### src/rtl/rx_bit_timer.sv
// Receive-side bit/byte timer: recovers bit timing from D+ edges, strobes mid-bit,
// skips stuffed bits, counts bits and bytes and flags oversized packets and lost transitions.
module rx_bit_timer #(
  parameter int CLKS_PER_BIT = 8,
  parameter int SAMPLE_POINT = 3,
  parameter int MAX_BYTES    = 64
) (
  input  logic       clk,
  input  logic       n_rst,
  input  logic       rcving,
  input  logic       d_edge,
  input  logic       stuff_bit,
  input  logic       clear,
  output logic       shift_enable,
  output logic       byte_received,
  output logic [2:0] bit_count,
  output logic [6:0] byte_count,
  output logic       overflow,
  output logic       edge_timeout
);

  localparam int            PW        = $clog2(CLKS_PER_BIT);
  localparam logic [PW-1:0] PH_LAST   = PW'(CLKS_PER_BIT - 1);
  localparam logic [PW-1:0] PH_SAMPLE = PW'(SAMPLE_POINT);
  localparam logic [6:0]    MAX_CNT   = 7'(MAX_BYTES);

  logic [PW-1:0] phase_q, phase_d;
  logic [2:0]    bit_cnt_q, bit_cnt_d;
  logic [6:0]    byte_cnt_q, byte_cnt_d;
  logic [3:0]    run_q, run_d;
  logic          rcving_q;
  logic          byte_rx_q, byte_rx_d;
  logic          ovf_q, ovf_d;
  logic          tout_q, tout_d;

  logic pkt_start;
  logic data_bit;

  // The strobe decodes the registered phase, so an edge in the same cycle cannot suppress it.
  assign shift_enable = rcving && !clear && (phase_q == PH_SAMPLE);
  assign pkt_start    = rcving && !rcving_q;
  assign data_bit     = shift_enable && !stuff_bit;

  // Phase recovery: an edge marks phase 0, so the following cycle is phase 1.
  always_comb begin
    phase_d = phase_q;
    if (clear || !rcving) begin
      phase_d = '0;
    end else if (d_edge) begin
      phase_d = PW'(1);
    end else if (phase_q == PH_LAST) begin
      phase_d = '0;
    end else begin
      phase_d = phase_q + PW'(1);
    end
  end

  // Bit, byte and run counters plus sticky flags; counts hold while idle so byte_count survives EOP.
  always_comb begin
    bit_cnt_d  = bit_cnt_q;
    byte_cnt_d = byte_cnt_q;
    run_d      = run_q;
    byte_rx_d  = 1'b0;
    ovf_d      = ovf_q;
    tout_d     = tout_q;
    if (clear) begin
      bit_cnt_d  = 3'd0;
      byte_cnt_d = 7'd0;
      run_d      = 4'd0;
      ovf_d      = 1'b0;
      tout_d     = 1'b0;
    end else if (!rcving) begin
      bit_cnt_d = bit_cnt_q;
    end else if (pkt_start) begin
      bit_cnt_d  = 3'd0;
      byte_cnt_d = 7'd0;
      run_d      = 4'd0;
      ovf_d      = 1'b0;
      tout_d     = 1'b0;
    end else begin
      if (d_edge) begin
        run_d = 4'd0;
      end else if (shift_enable && (run_q != 4'd8)) begin
        run_d = run_q + 4'd1;
      end else begin
        run_d = run_q;
      end
      if (run_d == 4'd8) begin
        tout_d = 1'b1;
      end else begin
        tout_d = tout_q;
      end
      if (data_bit) begin
        bit_cnt_d = bit_cnt_q + 3'd1;
      end else begin
        bit_cnt_d = bit_cnt_q;
      end
      if (data_bit && (bit_cnt_q == 3'd7)) begin
        byte_rx_d = 1'b1;
        if (byte_cnt_q < MAX_CNT) begin
          byte_cnt_d = byte_cnt_q + 7'd1;
        end else begin
          ovf_d = 1'b1;
        end
      end else begin
        byte_rx_d = 1'b0;
      end
    end
  end

  // State registers.
  always_ff @(posedge clk or negedge n_rst) begin
    if (!n_rst) begin
      phase_q    <= '0;
      bit_cnt_q  <= 3'd0;
      byte_cnt_q <= 7'd0;
      run_q      <= 4'd0;
      rcving_q   <= 1'b0;
      byte_rx_q  <= 1'b0;
      ovf_q      <= 1'b0;
      tout_q     <= 1'b0;
    end else begin
      phase_q    <= phase_d;
      bit_cnt_q  <= bit_cnt_d;
      byte_cnt_q <= byte_cnt_d;
      run_q      <= run_d;
      rcving_q   <= rcving;
      byte_rx_q  <= byte_rx_d;
      ovf_q      <= ovf_d;
      tout_q     <= tout_d;
    end
  end

  assign byte_received = byte_rx_q;
  assign bit_count     = bit_cnt_q;
  assign byte_count    = byte_cnt_q;
  assign overflow      = ovf_q;
  assign edge_timeout  = tout_q;

endmodule

### config.mk
export PLATFORM = sky130hd
export DESIGN_NAME = rx_bit_timer
export DESIGN_NICKNAME = d
export VERILOG_FILES = /design/src/rtl/rx_bit_timer.sv
export SDC_FILE = /design/constraint.sdc
export NUM_CORES = 1
export LEC_CHECK = 0
export CORE_ASPECT_RATIO = 0.8
export CORE_MARGIN = 1.5
export CORE_UTILIZATION = 46
export CTS_CLUSTER_SIZE = 40
export DETAILED_ROUTE_END_ITERATION = 12
export PLACE_DENSITY_LB_ADDON = 0.25
export SETUP_SLACK_MARGIN = 0.15
export SLEW_MARGIN = 25
export SYNTH_ARGS = -nofsm -noshare
export SYNTH_HDL_FRONTEND = slang
export SYNTH_SLANG_ARGS = --single-unit
### constraint.sdc
create_clock -name clk -period 1.6 [get_ports clk]
set_input_delay 0.16 -clock clk [delete_from_list [all_inputs] [get_ports clk]]
set_output_delay 0.16 -clock clk [all_outputs]
set_load 0.05 [all_outputs]
# Word-level counts from Yosys, hierarchy flattened
# Index checks and enable logic that the tools add are counted.
dict set report word_totals {
  regBits 21
  output_inout_bits 14
}
dict set report classes {
  n_reduce_logical 20
  order_cmp 1
  n_mux 33
  eq_ne 6
  addsub 4
}
# op n
set ops {}
lappend ops {{$mux 7} 5}
lappend ops {{$mux 4} 8}
lappend ops {{$mux 3} 7}
lappend ops {{$mux 1} 13}
lappend ops {{$reduce_bool 3->1} 4}
lappend ops {{$add 7x1->7 const B} 1}
lappend ops {{$lt 7x7->1 const B} 1}
lappend ops {{$add 3x1->3 const B} 2}
lappend ops {{$eq 3x3->1 const B} 2}
lappend ops {{$logic_and 1x1->1} 6}
lappend ops {{$reduce_and 3->1} 2}
lappend ops {{$add 4x1->4 const B} 1}
lappend ops {{$eq 4x4->1 const B} 1}
lappend ops {{$logic_not 1->1} 4}
lappend ops {{$ne 4x4->1 const B} 1}
lappend ops {{$reduce_and 2->1} 2}
lappend ops {{$eq 3x2->1 const B} 1}
lappend ops {{$ne 3x3->1 const B} 1}
lappend ops {{$reduce_bool 2->1} 1}
lappend ops {{$logic_or 1x1->1} 1}

# Logic depth before layout (Yosys ltp)
dict set report depth {
  ltp_word 14
  depth_mapped 7
  depth_no_buf 6
}

# Worst setup path after synthesis
# No wires, ideal clock.
dict set report synth_path {
  path_type {flip-flop to flip-flop}
  from {register phase_q[0]}
  to {register tout_q, in the netlist edge_timeout}
  arrival_time_ps 1993
  slack_ps -475
  n_path_buf 1
  required_ps 1518
  path_stages_with_launch 8
  setup_ps 82
  synth_period_minus_slack_ps 2075
  path_cell_list {dfrtp_1 ha_1 ha_1 and3b_1 clkbuf_1 o21a_1 mux2_2 o22ai_1}
}
dict set report synth_via {
  elab_chain_len 11
}
# element line_no
set synth_lines {}
lappend synth_lines {{start, declared} 27} ;# logic [PW-1:0] phase_q, phase_d;
lappend synth_lines {{start signal, assigned} 123} ;# phase_q <= phase_d;
lappend synth_lines {{$eq 3x2->1} 40} ;# assign shift_enable = rcving && !clear && (phase_q == PH_SAMPLE);
lappend synth_lines {{$logic_and 1x1->1} 40}
lappend synth_lines {{via shift_enable} 14} ;# output logic shift_enable,
lappend synth_lines {{$logic_and 1x1->1} 83} ;# end else if (shift_enable && (run_q != 4'd8)) begin
lappend synth_lines {{$mux 4} 83}
lappend synth_lines {{$mux 4} 81} ;# if (d_edge) begin
lappend synth_lines {{$mux 4} 74} ;# end else if (pkt_start) begin
lappend synth_lines {{$mux 4} 72} ;# end else if (!rcving) begin
lappend synth_lines {{$mux 4} 66} ;# if (clear) begin
lappend synth_lines {{$eq 4x4->1} 88} ;# if (run_d == 4'd8) begin
lappend synth_lines {{$reduce_bool 3->1 (no line)} --}
lappend synth_lines {{$reduce_and 2->1 (no line)} --}
lappend synth_lines {{end signal, assigned} 130} ;# tout_q <= tout_d;
lappend synth_lines {{end, declared} 34} ;# logic tout_q, tout_d;
# The timed path passes the listed nets, and every way through them passes these cells. The select of a mux whose other input is x is not followed.
# A chain may end at the register's enable or synchronous reset.

# Worst setup path after layout
dict set report layout_path {
  from {register phase_q[0]}
  to {register run_q[3]}
}
dict set report layout_via {
  elab_chain_len 11
}
# element line_no
set layout_lines {}
lappend layout_lines {{$eq 3x2->1} 40}
lappend layout_lines {{$logic_and 1x1->1} 40}
lappend layout_lines {{$logic_and 1x1->1} 83}
lappend layout_lines {{$mux 4} 83}
lappend layout_lines {{$mux 4} 81}
lappend layout_lines {{$mux 4} 74}
lappend layout_lines {{$mux 4} 72}
lappend layout_lines {{$mux 4} 66}
lappend layout_lines {{$mux 4} 74}
lappend layout_lines {{$mux 4} 72}
lappend layout_lines {{$mux 4} 66}
lappend layout_lines {{end signal, assigned} 126} ;# run_q <= run_d;
lappend layout_lines {{end, declared} 30} ;# logic [3:0] run_q, run_d;
# Every way passes these cells. The select of a mux whose other input is x is not followed.

==> summary.md <==
| Metric | Value |
|---|---|
| Final setup margin | `-0.1455 ns` |
| Largest net degree at the start of global routing | `22` |
| CP top delay family | `flip-flops` |
| P_sw | `around 0.19 mW` |
| Die Wd | `roughly 58 µm` |
| Fin crit period | `~1.7 ns` |
| Pint | `0.6702 mW` |
| Nature of the critical path endpoint | `flop` |
| Core Area | `2233 µm²` |
| Final setup viols | `6` |
| Multi-input logic area | `roughly 730 µm²` |
| Cells after Synth | `115` |
| Worst-case clock buffer depth | `2` |
| Post-synth cell types | `35` |
| Starting Density | `0.5036` |
| GP Congestion | `0.8523` |
| Max Cap Viol | `0` |
| CP peak stage delay | `around 0.44 ns` |
| Avg Inst Size Synth | `9.781 µm²` |
| Antenna Nets Post-Route | `0` |
| Non-filler cells, final | `between 150 and 200` |
| Row count | `15` |
| First-pass DRT Iterations | `6` |
| DIE AREA | `~2800 µm²` |
| Fin. max-slew vios | `0` |
| H-tree Lvls | `1` |
| Drt initial violations | `22` |
| VDD IR max | `0.0004766 V` |
| Worst slack, placed | `-0.1103 ns` |
| Syn Std Cell Area | `~1100 µm²` |
| Failing checks | `negative setup slack` |
| Post-synth top area cell | `dfrtp_1` |
| Final hold vios | `0` |
| Die Span Y | `47.23 µm` |
| RSZ-0062 raised after global routing | `yes` |
| Buf+Inv Stages, Crit Path | `2` |
| Total wire length | `about 2.8 mm` |
| Comb power frac | `0.095` |
| Critical Path Source Type | `flop` |
| Critical Path AT | `around 1.9 ns` |
| Seq cells post-synth | `21` |
| Clk_skew | `0.008162 ns` |
| Layout cell share with drive strength beyond 1 | `0.4268` |
| Status | `finished with violations` |
| GR Overflow Total | `0` |
| Critical-path cell list | `ha_4 > ha_4 > and3b_2 > buf_6 > buf_6 > nor4b_4 > o211ai_1 > a21oi_1` |
| Clock root cell | `clkbuf_4` |
| Gr usage total | `0.2202` |
| Worst hold path class | `in2async` |
| Port buffer count | `19` |
| PD cells | `~500 nW/µm²` |
| CTS tree | `yes` |
| Synth top area share | `0.4672` |
| # DRC | `0` |
| Critical Path Fanout Max | `3` |
| Switching power share of the total | `0.2244` |
| Lkg Pwr | `between 0.7 and 0.8 nW` |
| Fmax | `approximately 570 MHz` |
| Post-synthesis net count | `roughly 130` |
| Placed Cells | `172` |
| CTS Buf Count | `3` |
| Clk slew on worst S/H paths | `0.11 ns` |
| Power, Total | `0.8641 mW` |
| CP max stage cell | `dfrtp_1` |
| Via density | `around 5.3` |
| Fin crit share | `1.091` |
| Vias in the first global route | `970` |
| Clock power frac | `0.282` |
| WS Path Type | `reg2reg` |
| Antenna cells | `0` |
| Sequential cell area | `530.5 µm²` |
| Max-slew headroom | `0.7685` |
| Worst EP required | `1.78 ns` |
| Seq pwr share | `0.623` |
| Hold Buf Count CTS | `0` |
| Total number of vias | `a little under 1000` |
| Fillers | `between 150 and 200` |
| Clock Latency Late Sink | `0.30 ns` |
| Clk sinks | `21` |
| Routed len/inst | `around 15 µm` |
| Area growth syn-to-layout | `51.39%` |
| Initial antenna violation count | `0` |
| DP HPWL | `about 1.9 mm` |
| Syn. warnings | `0` |
| Final Net Count | `~170` |
| Worst slew pin tran | `roughly 0.35 ns` |
| Hold slack | `0.1826 ns` |
| I/O pin total | `20` |
| Dominant cells by area after synthesis | `dfrtp_1, ha_1, nor2_1` |
| Seq/Total Area, Yosys | `0.4672` |
| First-pass GRT wire length | `4.402 mm` |
## final timing paths
kind / cells after the start / from / slack (ns) / endpoint
worst max-delay path: 8 / phase_q[0]$_DFF_PN0_ / -0.15 / run_q[3]$_DFFE_PN0P_
max in group asynchronous: 2 / n_rst / 1.18 / byte_count[0]$_DFFE_PN0P_
worst min-delay path: 2 / n_rst / 0.18 / run_q[1]$_DFFE_PN0P_
worst min register to register: 2 / overflow$_DFFE_PN0P_ / 0.53 / overflow$_DFFE_PN0P_
min in group clk: 2 / overflow$_DFFE_PN0P_ / 0.53 / overflow$_DFFE_PN0P_
worst max register to register: 8 / phase_q[0]$_DFF_PN0_ / -0.15 / run_q[3]$_DFFE_PN0P_
## flip-flops by register name (all words and copies together) (netlist names)
name,count
run_q,4
overflow,1
rcving_q,1
edge_timeout,1
byte_count,7
byte_received,1
bit_count,3
phase_q,3
## cell usage after synthesis
master and n:
or3b_1 1, xor2_1 2, and2_1 1, nor3_1 5
nor4_1 1, nor2b_1 1, nand3_1 7, nor4b_1 1
buf_2 1, a31oi_1 2, or2_4 1, o21a_1 1
nand4bb_1 1, nor2_1 13, dfrtp_1 21, ha_1 8
inv_1 8, and3_1 1, xnor2_1 3, o211ai_1 1
o21ai_0 1, and3b_1 3, o22ai_1 3, nand2b_1 3
a21oi_1 5, mux2i_1 2, nand4b_1 2, nand2_1 8
o41ai_1 1, or2b_1 1, a21oi_2 1, mux2_2 1
a21o_1 1, clkbuf_1 2, a41oi_1 1
## placed cells by master (no fill, tap or decap), types with 5 or more instances in the layout
master / count
buf_4: 29
buf_6: 6
clkdlybuf4s50_1: 5
dfrtp_1: 17
inv_1: 8
nand2_1: 6
nand3_1: 7
nor2_1: 13
## timing repair
action,4_1_cts,5_1_grt
buffers inserted,3,3
gates resized for setup,18,6
endpoints found under the setup margin,16,18
pin swaps,23,6
## power groups by stage
stage	sequential [mW]	clock (mW)	combinational [mW]
floorplan	0.546	0	0.0214
global placement	0.546	0	0.0755
detailed placement	0.547	0	0.0771
CTS	0.537	0.260	0.0786
global route	0.538	0.274	0.0908
finish	0.538	0.244	0.0821
## per-layer routing
metal / global-route usage / part of all wire
met2: 0.3685 / 0.50
met5: 0 / 0
met1: 0.2830 / 0.45
met4: 0.07907 / 0.0043
met3: 0.05510 / 0.051
## kinds of logic (layout without fill, tap and decap cells)
logic type               after synthesis  after routing  share of synthesized area
XOR/XNOR                               5              5                    0.03894
AO/OA/AOI/OAI                         17             17                    0.09789
AND/OR/NAND/NOR                       50             50                     0.2414
buffers and inverters                 11             53                    0.03782
adder cells (fa/ha/maj)                8              8                    0.08899
multiplexers                           3              3                    0.02781
flip-flops                            21             21                     0.4672
## through the flow
step	instance area, µm²	TNS, ns	utilization
2_1_floorplan	1220	-0.1657	-
3_3_place_gp	1514	-0.4589	0.6779
3_5_place_dp	1514	-0.6615	0.6779
4_1_cts	1654	-0.3702	0.7406
5_1_grt	1703	-1.042	0.7625
6_report	1703	-0.5642	0.7625
## area by class of cell
| type | instances | share of cell area |
|---|---|---|
| Multi-Input combinational cell | 83 | 0.4284 |
| Sequential cell | 21 | 0.3115 |
| Timing Repair Buffer | 41 | 0.2087 |
| Tap cell | 25 | 0.01837 |
| Inverter | 8 | 0.01763 |
| Clock buffer | 4 | 0.01543 |
## worst reg2reg max path: stages, from the launching register on
cell      delay [ns]
dfrtp_1         0.44
ha_4            0.19
ha_4            0.15
and3b_2         0.22
buf_6           0.12
buf_6           0.11
nor4b_4         0.12
o211ai_1        0.18
a21oi_1         0.10
Note: power is estimated with default switching activity, not from simulation.
